### src/rtl/rob_commit_unit.sv
// Retire side of the reorder buffer: per-entry state, CDB capture and strictly
// in-order commit from the head (register writeback or store request/ack).
module rob_commit_unit #(
  parameter  int DATA_W    = 32,
  parameter  int REG_W     = 5,
  parameter  int ROB_DEPTH = 8,
  localparam int IDX_W     = $clog2(ROB_DEPTH)
) (
  input  logic                 clk,
  input  logic                 rst_n,
  input  logic                 start,
  input  logic                 issue_valid,
  input  logic [IDX_W-1:0]     issue_rob_idx,
  input  logic [REG_W-1:0]     issue_dest,
  input  logic                 issue_is_store,
  input  logic                 cdb_valid,
  input  logic [IDX_W-1:0]     cdb_rob_idx,
  input  logic [DATA_W-1:0]    cdb_value,
  input  logic [DATA_W-1:0]    cdb_addr,
  input  logic                 store_ack,
  output logic [ROB_DEPTH-1:0] busy_rb,
  output logic                 rf_we,
  output logic [REG_W-1:0]     rf_waddr,
  output logic [DATA_W-1:0]    rf_wdata,
  output logic                 store_req,
  output logic [DATA_W-1:0]    store_addr,
  output logic [DATA_W-1:0]    store_data,
  output logic [IDX_W-1:0]     head_idx,
  output logic [31:0]          retire_count,
  output logic                 alloc_err
);

  typedef enum logic [0:0] {
    ST_RUN        = 1'b0,
    ST_STORE_WAIT = 1'b1
  } state_t;

  state_t               r_state;
  state_t               w_next_state;
  logic [ROB_DEPTH-1:0] r_busy;
  logic [ROB_DEPTH-1:0] r_done;
  logic [ROB_DEPTH-1:0] r_is_store;
  logic [REG_W-1:0]     r_dest  [ROB_DEPTH];
  logic [DATA_W-1:0]    r_value [ROB_DEPTH];
  logic [DATA_W-1:0]    r_addr  [ROB_DEPTH];
  logic [IDX_W-1:0]     r_head;
  logic [31:0]          r_retire_count;
  logic [ROB_DEPTH-1:0] r_busy_rb;
  logic                 r_rf_we;
  logic [REG_W-1:0]     r_rf_waddr;
  logic [DATA_W-1:0]    r_rf_wdata;
  logic                 r_store_req;
  logic [DATA_W-1:0]    r_store_addr;
  logic [DATA_W-1:0]    r_store_data;
  logic                 r_alloc_err;
  logic                 w_head_ready;
  logic                 w_retire;
  logic                 w_rf_write;
  logic                 w_store_issue;

  // Commit decision: retire a done ALU entry directly, or launch/finish a store
  always_comb begin
    w_next_state  = r_state;
    w_retire      = 1'b0;
    w_rf_write    = 1'b0;
    w_store_issue = 1'b0;
    w_head_ready  = r_busy[r_head] & r_done[r_head];
    case (r_state)
      ST_RUN: begin
        if (w_head_ready && !r_is_store[r_head]) begin
          w_retire   = 1'b1;
          w_rf_write = 1'b1;
        end else if (w_head_ready) begin
          w_store_issue = 1'b1;
          w_next_state  = ST_STORE_WAIT;
        end else begin
          w_next_state = ST_RUN;
        end
      end
      ST_STORE_WAIT: begin
        if (store_ack) begin
          w_retire     = 1'b1;
          w_next_state = ST_RUN;
        end else begin
          w_next_state = ST_STORE_WAIT;
        end
      end
      default: w_next_state = ST_RUN;
    endcase
  end

  // Commit FSM state register; start low forces RUN
  always_ff @(posedge clk or negedge rst_n) begin
    if (!rst_n) begin
      r_state <= ST_RUN;
    end else if (!start) begin
      r_state <= ST_RUN;
    end else begin
      r_state <= w_next_state;
    end
  end

  // Entry table: allocation beats a same-index CDB, retire frees the head last
  always_ff @(posedge clk or negedge rst_n) begin
    if (!rst_n) begin
      r_busy     <= '0;
      r_done     <= '0;
      r_is_store <= '0;
      for (int i = 0; i < ROB_DEPTH; i++) begin
        r_dest[i]  <= '0;
        r_value[i] <= '0;
        r_addr[i]  <= '0;
      end
    end else if (!start) begin
      r_busy     <= '0;
      r_done     <= '0;
      r_is_store <= '0;
    end else begin
      for (int i = 0; i < ROB_DEPTH; i++) begin
        if (issue_valid && (issue_rob_idx == IDX_W'(i))) begin
          if (!r_busy[i]) begin
            r_busy[i]     <= 1'b1;
            r_done[i]     <= 1'b0;
            r_is_store[i] <= issue_is_store;
            r_dest[i]     <= issue_dest;
          end
        end else if (cdb_valid && (cdb_rob_idx == IDX_W'(i)) && r_busy[i] && !r_done[i]) begin
          r_done[i]  <= 1'b1;
          r_value[i] <= cdb_value;
          r_addr[i]  <= cdb_addr;
        end
        if (w_retire && (r_head == IDX_W'(i))) begin
          r_busy[i] <= 1'b0;
          r_done[i] <= 1'b0;
        end
      end
    end
  end

  // Registered commit outputs, head pointer, counters and the delayed busy view
  always_ff @(posedge clk or negedge rst_n) begin
    if (!rst_n) begin
      r_busy_rb      <= '0;
      r_rf_we        <= 1'b0;
      r_rf_waddr     <= '0;
      r_rf_wdata     <= '0;
      r_store_req    <= 1'b0;
      r_store_addr   <= '0;
      r_store_data   <= '0;
      r_head         <= '0;
      r_retire_count <= 32'd0;
      r_alloc_err    <= 1'b0;
    end else if (!start) begin
      r_busy_rb      <= '0;
      r_rf_we        <= 1'b0;
      r_rf_waddr     <= '0;
      r_rf_wdata     <= '0;
      r_store_req    <= 1'b0;
      r_store_addr   <= '0;
      r_store_data   <= '0;
      r_head         <= '0;
      r_retire_count <= 32'd0;
      r_alloc_err    <= 1'b0;
    end else begin
      r_busy_rb <= r_busy;
      r_rf_we   <= w_rf_write;
      if (w_rf_write) begin
        r_rf_waddr <= r_dest[r_head];
        r_rf_wdata <= r_value[r_head];
      end
      if (w_store_issue) begin
        r_store_req  <= 1'b1;
        r_store_addr <= r_addr[r_head];
        r_store_data <= r_value[r_head];
      end else if (w_retire) begin
        r_store_req <= 1'b0;
      end
      if (w_retire) begin
        r_head         <= r_head + IDX_W'(1);
        r_retire_count <= r_retire_count + 32'd1;
      end
      if (issue_valid && r_busy[issue_rob_idx]) begin
        r_alloc_err <= 1'b1;
      end
    end
  end

  assign busy_rb      = r_busy_rb;
  assign rf_we        = r_rf_we;
  assign rf_waddr     = r_rf_waddr;
  assign rf_wdata     = r_rf_wdata;
  assign store_req    = r_store_req;
  assign store_addr   = r_store_addr;
  assign store_data   = r_store_data;
  assign head_idx     = r_head;
  assign retire_count = r_retire_count;
  assign alloc_err    = r_alloc_err;

endmodule

### config.mk
export PLATFORM = sky130hd
export DESIGN_NAME = rob_commit_unit
export DESIGN_NICKNAME = d
export VERILOG_FILES = /design/src/rtl/rob_commit_unit.sv
export SDC_FILE = /design/constraint.sdc
export NUM_CORES = 1
export LEC_CHECK = 0
export ABC_AREA = 1
export BUFFER_PORTS_ARGS = -buffer_cell sky130_fd_sc_hd__buf_2
export CAP_MARGIN = 0
export CORE_MARGIN = 3
export CORE_UTILIZATION = 30
export DETAILED_ROUTE_END_ITERATION = 8
export GPL_ROUTABILITY_DRIVEN = 0
export SYNTH_ARGS = -nofsm -noshare
export SYNTH_HDL_FRONTEND = slang
export SYNTH_SLANG_ARGS = --single-unit
### constraint.sdc
create_clock -name clk -period 4.1 [get_ports clk]
set_input_delay 0.41 -clock clk [delete_from_list [all_inputs] [get_ports clk]]
set_output_delay 0.41 -clock clk [all_outputs]
set_load 0.02 [all_outputs]
==> flow_summary_export.csv <==
group,metric,value,unit
yosys,synth_nets,4167,
die,placementRows,120,
route,via_per_inst,4.943,
clock_network,post-cts-setup-buffers,0,
clock_network,ctsResizeCount,0,
die,core_area,108100,um^2
yosys,netlist.area_leader.share,0.5498,
yosys,yosysSeqAreaShare,0.5498,
sta,max_slew_margin,0.2486,
global_routing,grt_util_met3,0.04190,
sta,setup_viol,0,
power,powerDensity,555.3,nW/um^2
sta,rsz0062_at_grt,"no",
placement,portBuffers,228,
global_routing,track_usage,0.1729,
sta,worstMarginPinSlew,1.127,ns
route,vias,27800,
sta,fin_crit,3.070,ns
global_routing,grt_pass1_vias,26246,
min_path,hold_class,"in -> reg",
die,die_area,113900,um^2
route,routedWlPerCell,17.64,um
route,drc_errors,0,
cells_and_area,final_cell_mix,"nand2_1, dfrtp_1, o21ai_0, nand3_1, nor2_1",
clock_network,root_buffer,"clkbuf_16",
global_routing,grt_pass1_wl,156400,um
die,initial_core_util,0.3048,
critical_path,slowest_delay,0.84,ns
yosys,avgSynthCellArea,8.081,um^2
cells_and_area,final_common_cell,"nand2_1",
route,final_antenna_net_count,0,
sta,hold_viol,0,
cells_and_area,layout-drive-gt1-share,0.1033,
global_routing,grt_util_met2,0.2616,
yosys,ys_seq_elements,724,
sta,drv_slew,0,
outcome,status,"completed",
power,vdd.ir_drop.worst,0.5488,mV
yosys,yosysTopAreaCell,"dfrtp_1",
clock_network,cts_tree,"built",
sta,worst_slack,1.030,ns
critical_path,crit_family,"buffers and inverters",
cells_and_area,fillCellCount,11319,
critical_path,r2r-start,"head_idx[0]",
yosys,synthArstFlopShare,1.000,
yosys,synth.area.top_cells,"dfrtp_1, nand2_1, o21ai_0",
critical_path,setup.worst_path.class,"reg -> out",
critical_path,path_cells,"buf_4 > buf_2",
job,cap_violations,0,
die,die_w,337.4,um
clock_network,clock_sinks,724,
placement,post-place-ws,1.123,ns
critical_path,arrival,2.66,ns
critical_path,r2r_setup_slack,1.10,ns
yosys,synth_edf_count,0,
route,dr.pass1.iters,7,
clock_network,htree_levels,3,
route,wl,99190,um
yosys,synth.distinct_cells,38,
die,dieHeight,337.4,um
clock_network,clockBufferDepth,3,
global_routing,grt_max_degree,185,
placement,hpwl,60300,um
min_path,min_from,"cdb_addr[31]",
sta,period_share,0.7488,
critical_path,worst_setup_path_start_kind,"flop",
global_routing,top_usage_layer,"met2",
global_routing,met1_usage,0.2469,
yosys,syn_inst,4078,
sta,whs,0.1330,ns
cells_and_area,syn_to_final_growth,15.05,%
critical_path,cp.required,3.69,ns
sta,clock.fmax,325.7,MHz
cells_and_area,fin_nets,4243,
critical_path,critical_path_buf_inv_count,2,
clock_network,clock_latency,0.65,ns
sta,setup-tns-final,0,ns
die,ioPinCount,229,
global_routing,antenna_found_initial,7,
yosys,yosysWarnings,0,
power,leakage,18.00,nW
clock_network,path_clk_slew,0.06,ns
critical_path,slowest_stage,"dfrtp_4",
yosys,syn_area,32960,um^2
global_routing,grt_overflow,0,
sta,clock_skew,0.03330,ns
clock_network,cts_inserted_buffers,79,
critical_path,cp-startpoint,"head_idx[2]",
critical_path,cp-end-kind,"output port",
route,dr.first_iter.drc_count,2743,
critical_path,worstPathMaxFanout,64,
yosys,synth_flop_cell,"dfrtp_1",
flip-flops by register name (all words and copies together) (netlist names), 3 cells and up:
name / cells
r_dest: 40
r_is_store: 8
r_busy: 8
head_idx: 3
rf_waddr: 5
r_value: 256
r_done: 8
store_addr: 32
r_addr: 256
store_data: 32
rf_wdata: 32
busy_rb: 8
retire_count: 32
final timing paths:
kind,end,cells past startpoint
max,head_idx[2],2
min,r_addr[63],3
max reg2reg,retire_count[10],9
min reg2reg,r_value[36],2
max in group asynchronous,r_addr[84],3
min in group asynchronous,r_value[120],2
stage by stage:
step / power, mW / util / cell area, um^2 / cells
after CTS: 21.28 / 0.3507 / 37910 / 5622
after global placement: 13.58 / 0.3248 / 35110 / 5474
after global routing: 22.25 / 0.3507 / 37910 / 5622
after detailed placement: 13.62 / 0.3248 / 35110 / 5474
after floorplan: 11.84 / - / 32960 / 4078
final: 21.05 / 0.3507 / 37920 / 5624
power breakdown:
group | internal, mW | switching [mW] | leakage [nW]
Sequential | 7.76 | 0.478 | 9.94
Clock | 4.51 | 3.06 | 1.35
Combinational | 1.43 | 3.81 | 6.71
layout make-up:
class                           instances  area (um^2)  area share
Antenna cell                            2        5.005   0.0001320
Clock buffer                          110         2296     0.06055
Timing Repair Buffer                  279         1733     0.04570
Multi-Input combinational cell       2891        12830      0.3384
Inverter                              179        686.9     0.01812
Clock inverter                         36        481.7     0.01270
Tap cell                             1403         1755     0.04630
Sequential cell                       724        18130      0.4781
synthesized netlist by cell type, drive strengths merged (4+ instances only):
library cell and count:
a21oi 22, a31oi 32, buf 166, clkbuf 118
dfrtp 724, ha 7, inv 178, nand2 1308
nand3 335, nor2 324, nor3 4, o211ai 13
o21ai 754, o21bai 21, o22ai 48, xnor2 10
layer usage:
metal  routed length [um]  up-vias  part of all wire
met2                43340      775              0.44
met5                   68        -           0.00069
met3                 7308      148             0.074
met4                 2103       10             0.021
li1                     -    13419                 -
met1                46370    13448              0.47
worst reg2reg max path: stages, from the launching register on:
cell and delay, ns:
dfrtp_4 0.61, buf_4 0.70, nand3_1 0.14, nand3_1 0.13, nand3_1 0.11, nand2_2 0.15
nand3_4 0.25, nand2_2 0.63, nand2_1 0.13, nand2_1 0.10
logic make-up after synthesis:
logic type                 Yosys count  share of synthesized area
xor gates and xnor gates            13                   0.003455
AOI/OAI and AO/OA                  890                     0.1410
and+or+nand+nor                   1981                     0.2407
DFF                                724                     0.5498
adders and majority gates            7                   0.002658
buffers and inverters              463                    0.06245
timing repair:
| action | CTS | global route |
|---|---|---|
| hold buffers | 2 | 0 |
| endpoints found under the setup margin | 0 | 0 |
| endpoints found under the hold margin | 68 | 0 |
Note: power is estimated with default switching activity, not from simulation.
